==> config.mk <==
export PLATFORM = sky130hd
export DESIGN_NAME = time_counter_flat
export DESIGN_NICKNAME = d
export VERILOG_FILES = /design/src/rtl/time_counter_pkg.sv /design/src/rtl/time_counter_if.sv /design/src/rtl/time_counter_prescaler.sv /design/src/rtl/time_counter.sv /design/src/flat_wrapper.sv
export SDC_FILE = /design/constraint.sdc
export NUM_CORES = 1
export LEC_CHECK = 0
export BUFFER_PORTS_ARGS = -buffer_cell sky130_fd_sc_hd__buf_4
export CORE_MARGIN = 3
export CORE_UTILIZATION = 35
export CTS_CLUSTER_DIAMETER = 150
export DETAILED_ROUTE_END_ITERATION = 6
export SETUP_SLACK_MARGIN = 0.4
export SYNTH_ARGS = -nofsm -noshare
export SYNTH_HDL_FRONTEND = slang
export SYNTH_SLANG_ARGS = --single-unit
==> constraint.sdc <==
create_clock -name clk -period 3.1 [get_ports clk]
set_clock_uncertainty 0.05 [all_clocks]
set_input_delay 0.62 -clock clk [delete_from_list [all_inputs] [get_ports clk]]
set_output_delay 0.62 -clock clk [all_outputs]
set_load 0.05 [all_outputs]
==> src/rtl/time_counter_pkg.sv <==
// Shared types, limits and BCD arithmetic helpers for the MM:SS time counter.
package time_pkg;

    typedef logic [7:0] bcd2_t;

    typedef struct packed {
        logic  carry;
        bcd2_t value;
    } bcd_res_t;

    localparam bcd2_t SEC_MAX = 8'h59;
    localparam bcd2_t MIN_MAX = 8'h59;

    // Two-digit BCD increment; carry is set when v was at max and wraps to 00.
    function automatic bcd_res_t bcd_inc(input bcd2_t v, input bcd2_t max);
        bcd_res_t r;
        if (v == max) begin
            r.carry = 1'b1;
            r.value = 8'h00;
        end else if (v[3:0] == 4'd9) begin
            r.carry = 1'b0;
            r.value = {v[7:4] + 4'd1, 4'd0};
        end else begin
            r.carry = 1'b0;
            r.value = {v[7:4], v[3:0] + 4'd1};
        end
        return r;
    endfunction

    // Two-digit BCD decrement; carry (borrow) is set when v was 00 and wraps to max.
    function automatic bcd_res_t bcd_dec(input bcd2_t v, input bcd2_t max);
        bcd_res_t r;
        if (v == 8'h00) begin
            r.carry = 1'b1;
            r.value = max;
        end else if (v[3:0] == 4'd0) begin
            r.carry = 1'b0;
            r.value = {v[7:4] - 4'd1, 4'd9};
        end else begin
            r.carry = 1'b0;
            r.value = {v[7:4], v[3:0] - 4'd1};
        end
        return r;
    endfunction

endpackage

==> src/rtl/time_counter_if.sv <==
// Control/status bundle between the mode FSM (master) and the time counter (slave).
interface time_counter_if;
    import time_pkg::*;

    logic  clear;
    logic  enable;
    logic  enable_increment;
    logic  enable_decrement;
    logic  inc_pulse;
    bcd2_t min_bcd;
    bcd2_t sec_bcd;
    logic  flag;
    logic  tick;

    modport master (
        output clear, enable, enable_increment, enable_decrement, inc_pulse,
        input  min_bcd, sec_bcd, flag, tick
    );

    modport slave (
        input  clear, enable, enable_increment, enable_decrement, inc_pulse,
        output min_bcd, sec_bcd, flag, tick
    );
endinterface

==> src/rtl/time_counter_prescaler.sv <==
// Divides clk down to one sec_event per TICKS_PER_SEC running cycles; holds while paused.
module tick_prescaler #(
    parameter int TICKS_PER_SEC = 10_000_000
) (
    input  logic clk,
    input  logic rst,
    input  logic clear,
    input  logic run,
    output logic sec_event
);
    localparam int W = $clog2(TICKS_PER_SEC);
    localparam logic [W-1:0] LAST = W'(TICKS_PER_SEC - 1);

    logic [W-1:0] count_r;

    // Prescale counter: wraps at LAST, keeps the partial second when run drops.
    always_ff @(posedge clk) begin
        if (rst) begin
            count_r <= '0;
        end else if (clear) begin
            count_r <= '0;
        end else if (run) begin
            if (count_r == LAST) begin
                count_r <= '0;
            end else begin
                count_r <= count_r + W'(1);
            end
        end else begin
            count_r <= count_r;
        end
    end

    assign sec_event = run & (count_r == LAST);
endmodule

==> src/rtl/time_counter.sv <==
// MM:SS BCD timekeeping datapath: stopwatch up count, minute entry, countdown with sticky flag.
// Optional feature macro: TIME_COUNTER_SATURATE_EN (saturate at 59:59 / 59 instead of wrapping).
module time_counter
    import time_pkg::*;
#(
    parameter int TICKS_PER_SEC = 10_000_000
) (
    input  logic           clk,
    input  logic           rst,
    time_counter_if.slave  bus
);
    bcd2_t    min_r, sec_r, min_n, sec_n;
    logic     flag_r, flag_n, tick_r, tick_n;
    logic     run_s, sec_event_s, count_zero_s, last_second_s;
    bcd_res_t sec_inc_s, min_inc_s, sec_dec_s, min_dec_s;

    // Frozen once flagged, so a finished countdown cannot drift.
    assign run_s = (bus.enable | bus.enable_decrement) & ~flag_r;

    tick_prescaler #(
        .TICKS_PER_SEC(TICKS_PER_SEC)
    ) u_prescaler (
        .clk       (clk),
        .rst       (rst),
        .clear     (bus.clear),
        .run       (run_s),
        .sec_event (sec_event_s)
    );

    assign sec_inc_s = bcd_inc(sec_r, SEC_MAX);
    assign min_inc_s = bcd_inc(min_r, MIN_MAX);
    assign sec_dec_s = bcd_dec(sec_r, SEC_MAX);
    assign min_dec_s = bcd_dec(min_r, MIN_MAX);

    // Borrow-out of both digits pairs means the count is 00:00.
    assign count_zero_s  = sec_dec_s.carry & min_dec_s.carry;
    assign last_second_s = min_dec_s.carry & (sec_r == 8'h01);

    // Next-state selection in priority order clear > decrement > up count > minute entry.
    always_comb begin
        min_n  = min_r;
        sec_n  = sec_r;
        flag_n = flag_r;
        tick_n = 1'b0;
        if (bus.clear) begin
            min_n  = 8'h00;
            sec_n  = 8'h00;
            flag_n = 1'b0;
        end else if (bus.enable_decrement) begin
            if (count_zero_s) begin
                flag_n = 1'b1;
            end else if (sec_event_s) begin
                tick_n = 1'b1;
                sec_n  = sec_dec_s.value;
                if (sec_dec_s.carry) begin
                    min_n = min_dec_s.value;
                end else begin
                    min_n = min_r;
                end
                flag_n = last_second_s;
            end else begin
                tick_n = 1'b0;
            end
        end else if (bus.enable) begin
            if (sec_event_s) begin
                tick_n = 1'b1;
                if (sec_inc_s.carry && min_inc_s.carry) begin
`ifdef TIME_COUNTER_SATURATE_EN
                    min_n = MIN_MAX;
                    sec_n = SEC_MAX;
`else
                    min_n = 8'h00;
                    sec_n = 8'h00;
`endif
                end else if (sec_inc_s.carry) begin
                    sec_n = sec_inc_s.value;
                    min_n = min_inc_s.value;
                end else begin
                    sec_n = sec_inc_s.value;
                end
            end else begin
                tick_n = 1'b0;
            end
        end else if (bus.enable_increment) begin
            if (bus.inc_pulse) begin
`ifdef TIME_COUNTER_SATURATE_EN
                if (min_inc_s.carry) begin
                    min_n = MIN_MAX;
                end else begin
                    min_n = min_inc_s.value;
                end
`else
                min_n = min_inc_s.value;
`endif
            end else begin
                min_n = min_r;
            end
        end else begin
            tick_n = 1'b0;
        end
    end

    // Output registers.
    always_ff @(posedge clk) begin
        if (rst) begin
            min_r  <= 8'h00;
            sec_r  <= 8'h00;
            flag_r <= 1'b0;
            tick_r <= 1'b0;
        end else begin
            min_r  <= min_n;
            sec_r  <= sec_n;
            flag_r <= flag_n;
            tick_r <= tick_n;
        end
    end

    assign bus.min_bcd = min_r;
    assign bus.sec_bcd = sec_r;
    assign bus.flag    = flag_r;
    assign bus.tick    = tick_r;
endmodule

==> src/flat_wrapper.sv <==
// flat-port wrapper written by rule: the top's interface ports become plain ports
module time_counter_flat import time_pkg::*;
#(
    parameter int TICKS_PER_SEC = 10_000_000
)
  (clk, rst, bus_clear, bus_enable, bus_enable_increment, bus_enable_decrement, bus_inc_pulse, bus_min_bcd, bus_sec_bcd, bus_flag, bus_tick);
  time_counter_if bus_i ();
  input  logic clk;
  input  logic rst;
  input wire logic [$bits(bus_i.clear)-1:0] bus_clear;
  input wire logic [$bits(bus_i.enable)-1:0] bus_enable;
  input wire logic [$bits(bus_i.enable_increment)-1:0] bus_enable_increment;
  input wire logic [$bits(bus_i.enable_decrement)-1:0] bus_enable_decrement;
  input wire logic [$bits(bus_i.inc_pulse)-1:0] bus_inc_pulse;
  output wire logic [$bits(bus_i.min_bcd)-1:0] bus_min_bcd;
  output wire logic [$bits(bus_i.sec_bcd)-1:0] bus_sec_bcd;
  output wire logic [$bits(bus_i.flag)-1:0] bus_flag;
  output wire logic [$bits(bus_i.tick)-1:0] bus_tick;
  assign bus_i.clear = bus_clear;
  assign bus_i.enable = bus_enable;
  assign bus_i.enable_increment = bus_enable_increment;
  assign bus_i.enable_decrement = bus_enable_decrement;
  assign bus_i.inc_pulse = bus_inc_pulse;
  assign bus_min_bcd = bus_i.min_bcd;
  assign bus_sec_bcd = bus_i.sec_bcd;
  assign bus_flag = bus_i.flag;
  assign bus_tick = bus_i.tick;
  time_counter #(.TICKS_PER_SEC(TICKS_PER_SEC)) u_core (.clk(clk), .rst(rst), .bus(bus_i));
endmodule
==> metrics.yaml, run 1 <==
ir_worst_vdd_v: 0.000247
cts.htree.levels: 2
synth_area_mm2: 0.00280
place_hpwl_mm: 4.64
finalCriticalPeriod_ns: 2.54
power.switching_uw: 266
gp_congestion: 0.825
grt_usage_pct: 14.4
die_w_um: 95.5
slowest_delay_ns: 0.59
final-seq-area_um2: 843
grt_pass1_wl_mm: 10.6
synth_cells: 340
dieArea_mm2: 0.00912
first_pass_iters: 4
fill_cells: 789
async_reset_ff_share_pct: 0
area_growth_pct: 12.7
hold_path_class: "flip-flop to flip-flop"
post-route-period-util_pct: 81.8
final_hold_viol_count: 0
worst_slew_pin_slew_ns: 0.584
combPwrFrac_pct: 7.2
clockBufferDepth: 2
clockPowerShare_pct: 42.2
power_density_mw_per_mm2: 342
sw_frac_of_total_pct: 24.6
ys_seq_elements: 42
fin_cells: 457
die_y_um: 95.5
cp-end-kind: "flip-flop"
vias_per_cell: 5.44
synth_edf_count: 0
cp-start-kind: "flip-flop"
placed_area_mm2: 0.00305
critical_path_class: "flip-flop to flip-flop"
fin_tns_setup_ns: 0
cp.required_ns: 3.24
slew_headroom_pct: 61.0
leakagePower_uw: 0.00116
overflow: 0
synth_cell_types: 62
wl_per_cell_um: 14.0
status: "completed"
rsz0062_at_grt: "false"
post_cts_buffers: 0
cts.sinks: 42
final_layout_size_suffix_gt1_share_pct: 16.9
floorplan.initialDensity_pct: 36.1
grt_max_degree: 31
max_cap_viol_count: 0
ys_seq_area_share_pct: 30.0
syn_nets: 360
multi_input_area_mm2: 0.00183
clkLatencyLatePin_ns: 0.30
cp_slowest_cell: "or3b_2"
first_iter_violations: 145
drc: 0
place_inst: 449
num_antenna_cells: 0
cts_root_buf: "clkbuf_8"
ys_warn_count: 0
vias: 2484
final_cell_area_mm2: 0.00316
first_global_vias: 2331
clk_pin_slew_ns: 0.10
cp.arrival_ns: 2.67
nets: 374
synth_top_flop_cell: "dfxtp_1"
p_int_uw: 814
hold_buffers: 0
sequentialPowerShare_pct: 50.6
fmax_mhz: 394
cts_buffers: 5
cts_tree: "yes"
drtAntennaViolNets: 0
core_mm2: 0.00777
crit_fanout: 9
final_max_slew_viol_count: 0
numPortBuffers: 24
antenna_found_initial: 0
fp-row-count: 32
drt_wl_total_mm: 6.42
io_pins: 25
synth.avg_cell_area_um2: 8.25
cts_resized: 0
finalSetupViolations: 0
crit_chain: "inv_1 > ha_1 > or3b_2 > nor4_4 > or3_1 > mux2i_1 > nor2_1"
[cells in the mapped netlist, types with 7 or more instances]
library cell | instances | area (um2)
nand2_1 | 28 | 105
xnor2_1 | 15 | 131
o21ai_0 | 7 | 35.0
nor2_1 | 43 | 161
a21oi_1 | 18 | 90.1
ha_1 | 13 | 163
clkbuf_1 | 15 | 56.3
nand4_1 | 8 | 50.1
inv_1 | 14 | 52.6
xor2_1 | 11 | 96.3
nand3_1 | 14 | 70.1
dfxtp_1 | 42 | 841
nor4_1 | 9 | 56.3
[flip-flops by register name, summed over array words and instances, names as in the netlist]
signal / count
u_core.bus.flag: 1
u_core.bus.min_bcd: 8
u_core.bus.sec_bcd: 8
u_core.bus.tick: 1
u_core.u_prescaler.count_r: 24
[metal layers]
layer,wire [um],up-vias,global-route usage (%)
li1,-,1261,-
met1,3040,1172,18.0
met2,3080,47,25.3
met3,257,4,2.37
met4,40,0,4.15
met5,0,-,0
[critical path: cells and delay by family, from the launching register on]
| family | cells | cell delay, ns |
|---|---|---|
| buf+inv | 1 | 0.09 |
| flops | 1 | 0.41 |
| simple gates | 4 | 1.35 |
| fa+ha+maj | 1 | 0.27 |
| mux | 1 | 0.24 |
[cell type report]
cell class                 count  area share (%)
clock buffer                   5            2.18
clock inverter                 3            1.39
inverter                      14            1.66
multi-input combinational    265            57.9
sequential                    42            26.7
tap                          102            4.04
timing repair buffer          26            6.18
[metrics by stage]
| step | worst slack (ns) | hold slack (ns) | total power [uW] | utilization, % |
|---|---|---|---|---|
| 5_1_grt | 0.413 | 0.493 | 1120 | 40.7 |
| 6_report | 0.564 | 0.453 | 1080 | 40.7 |
| 4_1_cts | 0.551 | 0.456 | 1090 | 40.7 |
| 2_1_floorplan | 0.439 | 0.404 | 616 | - |
| 3_3_place_gp | 0.494 | 0.431 | 636 | 39.2 |
| 3_5_place_dp | 0.434 | 0.443 | 638 | 39.2 |
[logic make-up after synthesis]
family / after synthesis / synth area share (%)
simple gates: 153 / 31.6
compound gates: 68 / 17.8
flops: 42 / 30.0
buf+inv: 33 / 4.82
xor+xnor: 26 / 8.12
fa+ha+maj: 13 / 5.80
mux: 5 / 1.78
[cell usage in the layout, fill, tap and decap left out, drive strengths merged, types with 3 or more instances in the layout]
| master | count |
|---|---|
| a31oi | 6 |
| o21ai | 7 |
| inv | 15 |
| nand3 | 14 |
| mux2i | 5 |
| o211ai | 3 |
| dfxtp | 42 |
| nor4b | 3 |
| and3 | 6 |
| buf | 26 |
| or3 | 4 |
| xnor2 | 15 |
| nand2b | 4 |
| nor4 | 10 |
| ha | 13 |
| o221a | 3 |
| a211o | 3 |
| clkbuf | 5 |
| nand2 | 28 |
| o32ai | 3 |
| nand4 | 9 |
| xor2 | 11 |
| a211oi | 6 |
| nor3b | 3 |
| or3b | 3 |
| nand3b | 5 |
| nor2 | 43 |
| nor3 | 6 |
| a21oi | 18 |
[power by group through the flow]
| stage | clock (uW) | combinational (uW) | sequential (uW) |
|---|---|---|---|
| 5_1_grt | 486 | 84.8 | 547 |
| 3_5_place_dp | 0 | 78.0 | 560 |
| 3_3_place_gp | 0 | 77.0 | 559 |
| 6_report | 456 | 77.7 | 547 |
| 4_1_cts | 465 | 78.2 | 547 |
| 2_1_floorplan | 0 | 52.2 | 564 |
[path summary, 6_finish.rpt]
kind	slack [ns]	cells after the start	start	endpoint
worst min-delay path	0.45	2	u_core.u_prescaler.count_r[1]	u_core.u_prescaler.count_r[1]
worst min register to register	0.45	2	u_core.u_prescaler.count_r[1]	u_core.u_prescaler.count_r[1]
worst max-delay path	0.56	7	u_core.bus.min_bcd[0]	u_core.bus.sec_bcd[1]
worst max register to register	0.56	7	u_core.bus.min_bcd[0]	u_core.bus.sec_bcd[1]
Note: power is estimated with default switching activity, not from simulation.
==> inputs of run 2 (changes only) <==
==> constraint.sdc (replaced) <==
create_clock -name clk -period 2.1 [get_ports clk]
set_clock_uncertainty 0.05 [all_clocks]
set_input_delay 0.42 -clock clk [delete_from_list [all_inputs] [get_ports clk]]
set_output_delay 0.42 -clock clk [all_outputs]
set_load 0.05 [all_outputs]
==> metrics.yaml, run 2 (same netlist as run 1, synthesis figures left out) <==
floorplan.initialDensity_pct: 36.1  # unchanged
cts_root_buf: "clkbuf_8"
fmax_mhz: 485  # +23%
area_growth_pct: 42.4
hold_buffers: 0  # unchanged
clk_pin_slew_ns: 0.10  # about the same
layout_commonest_cell: "buf_4"
rsz0062_at_grt: "true"
clkLatencyLatePin_ns: 0.30  # about the same
nets: 435  # +16%
cts_buffers: 5  # unchanged
rrSetupSlack_ns: 0.04  # -0.53 ns
slew_headroom_pct: 65.6  # +4.6 points
cts.htree.levels: 2  # unchanged
numPortBuffers: 24  # unchanged
crit_fanout: 6  # -3
final_max_slew_viol_count: 0  # unchanged
finalCriticalPeriod_ns: 2.06  # -0.474 ns
max_cap_viol_count: 0  # unchanged
final_hold_viol_count: 0  # unchanged
first_global_vias: 2594  # +11%
drt_wl_total_mm: 7.52  # +17%
overflow: 0  # unchanged
core_mm2: 0.00777  # unchanged
clockBufferDepth: 2  # unchanged
min-delay-start: "u_core.bus.min_bcd[1]"
grt_usage_pct: 16.5  # +2.1 points
reg2reg_from: "u_core.bus.sec_bcd[1]"
grt_max_degree: 23  # -26%
grt_pass1_wl_mm: 12.1  # +14%
power_density_mw_per_mm2: 402  # +17%
leakagePower_uw: 0.00163  # +41%
cp.arrival_ns: 2.21  # -0.46 ns
largest-register: "u_core.u_prescaler.count_r"
first_iter_violations: 112  # -23%
fill_cells: 741  # -6.1%
final_layout_size_suffix_gt1_share_pct: 43.5  # +27 points
post-route-period-util_pct: 98.2  # +16 points
final-seq-area_um2: 896  # +6.2%
num_antenna_cells: 0  # unchanged
wl_per_cell_um: 14.5  # +3.3%
dieArea_mm2: 0.00912  # unchanged
cts.sinks: 42  # unchanged
ir_worst_vdd_v: 0.000217  # -12%
status: "completed"
cp-start-kind: "flip-flop"
antenna_found_initial: 0  # unchanged
finalSetupViolations: 0  # unchanged
gp_congestion: 0.857  # +4.0%
hold_path_class: "flip-flop to flip-flop"
finalPower_uw: 1600  # +48%
multi_input_area_mm2: 0.00211  # +15%
setup.worst_path.start: "u_core.bus.sec_bcd[1]"
io_pins: 25  # unchanged
drc: 0  # unchanged
first_pass_iters: 4  # unchanged
place_hpwl_mm: 5.14  # +11%
vias: 2769  # +11%
cp.required_ns: 2.25  # -0.99 ns
cts_tree: "yes"
drtAntennaViolNets: 0  # unchanged
die_y_um: 95.5  # unchanged
worst_slew_pin_slew_ns: 0.515  # -0.0695 ns
vias_per_cell: 5.35  # -1.7%
die_w_um: 95.5  # unchanged
largest_reg_flops: 24  # unchanged
holdWs_ns: 0.461  # +0.00796 ns
cp-end-kind: "flip-flop"
fp-row-count: 32  # unchanged
mostFrequentLayoutCells: "82 x buf_4, 42 x nor2_1, 28 x nand2_1, 18 x dfxtp_1"
critical_path_class: "flip-flop to flip-flop"
run 2: cell count changes in the layout (fill, tap and decap cells not counted), moves of 4 or more:
cell and delta:
buf_4 +56, buf_6 +4, dfxtp_2 +12, dfxtp_4 +10, dfxtp_1 -22, inv_4 +6
ha_4 +5, nor4_4 +5, nor4_1 -6, ha_1 -6, inv_1 -8
run 2: per-stage QoR:
| stage | instances | worst slack [ns] | cell area (um2) | setup TNS (ns) | utilization, % |
|---|---|---|---|---|---|
| 6_report | 518 | 0.0388 | 3990 | 0 | 51.4 |
| 5_1_grt | 518 | -0.0461 | 3990 | -0.159 | 51.4 |
| 2_1_floorplan | 340 | 0.0129 | 3020 | 0 | - |
| 3_5_place_dp | 491 | 0.00933 | 3550 | 0 | 45.7 |
| 4_1_cts | 505 | 0.0321 | 3830 | 0 | 49.3 |
| 3_3_place_gp | 491 | 0.0422 | 3550 | 0 | 45.7 |
run 2: layer usage:
metal  track usage [%]  share of wire [%]
met1              21.3                 47
met4              4.62                1.1
met2              28.3                 48
met5                 0                  0
met3              2.68                3.5
run 2: worst max-delay path: stages (launching register included):
cell	delay, ns
dfxtp_4	0.36
inv_4	0.06
ha_4	0.15
nand3b_4	0.08
or4_1	0.47
a211o_2	0.37
and2_4	0.19
o221a_2	0.22
run 2: cell type report:
| cell class | count | area share (%) |
|---|---|---|
| well taps | 102 | 3.20 |
| clock inverters | 2 | 0.470 |
| clock buffers | 6 | 2.35 |
| flip-flops and latches | 42 | 22.4 |
| repair buffers | 87 | 17.0 |
| inverters | 14 | 1.69 |
| multi-input cells | 265 | 52.8 |
run 2: power by group:
| group | total [uW] | internal [uW] | switching [uW] |
|---|---|---|---|
| sequential | 794 | 789 | 4.86 |
| combinational | 166 | 77.0 | 89.0 |
| clock | 643 | 315 | 328 |
run 2: repair_timing:
| item | 4_1_cts | 5_1_grt |
|---|---|---|
| setup endpoints to repair | 40 | 40 |
| gates resized for setup | 25 | 15 |
| pin swaps | 9 | 19 |
| setup buffers | 6 | 13 |
run 2: path summary, 6_finish.rpt:
kind                                end  depth (start not counted)
hold / removal    u_core.bus.min_bcd[1]                          2
hold reg to reg   u_core.bus.min_bcd[1]                          2
setup / recovery  u_core.bus.min_bcd[0]                          7
setup reg to reg  u_core.bus.min_bcd[0]                          7
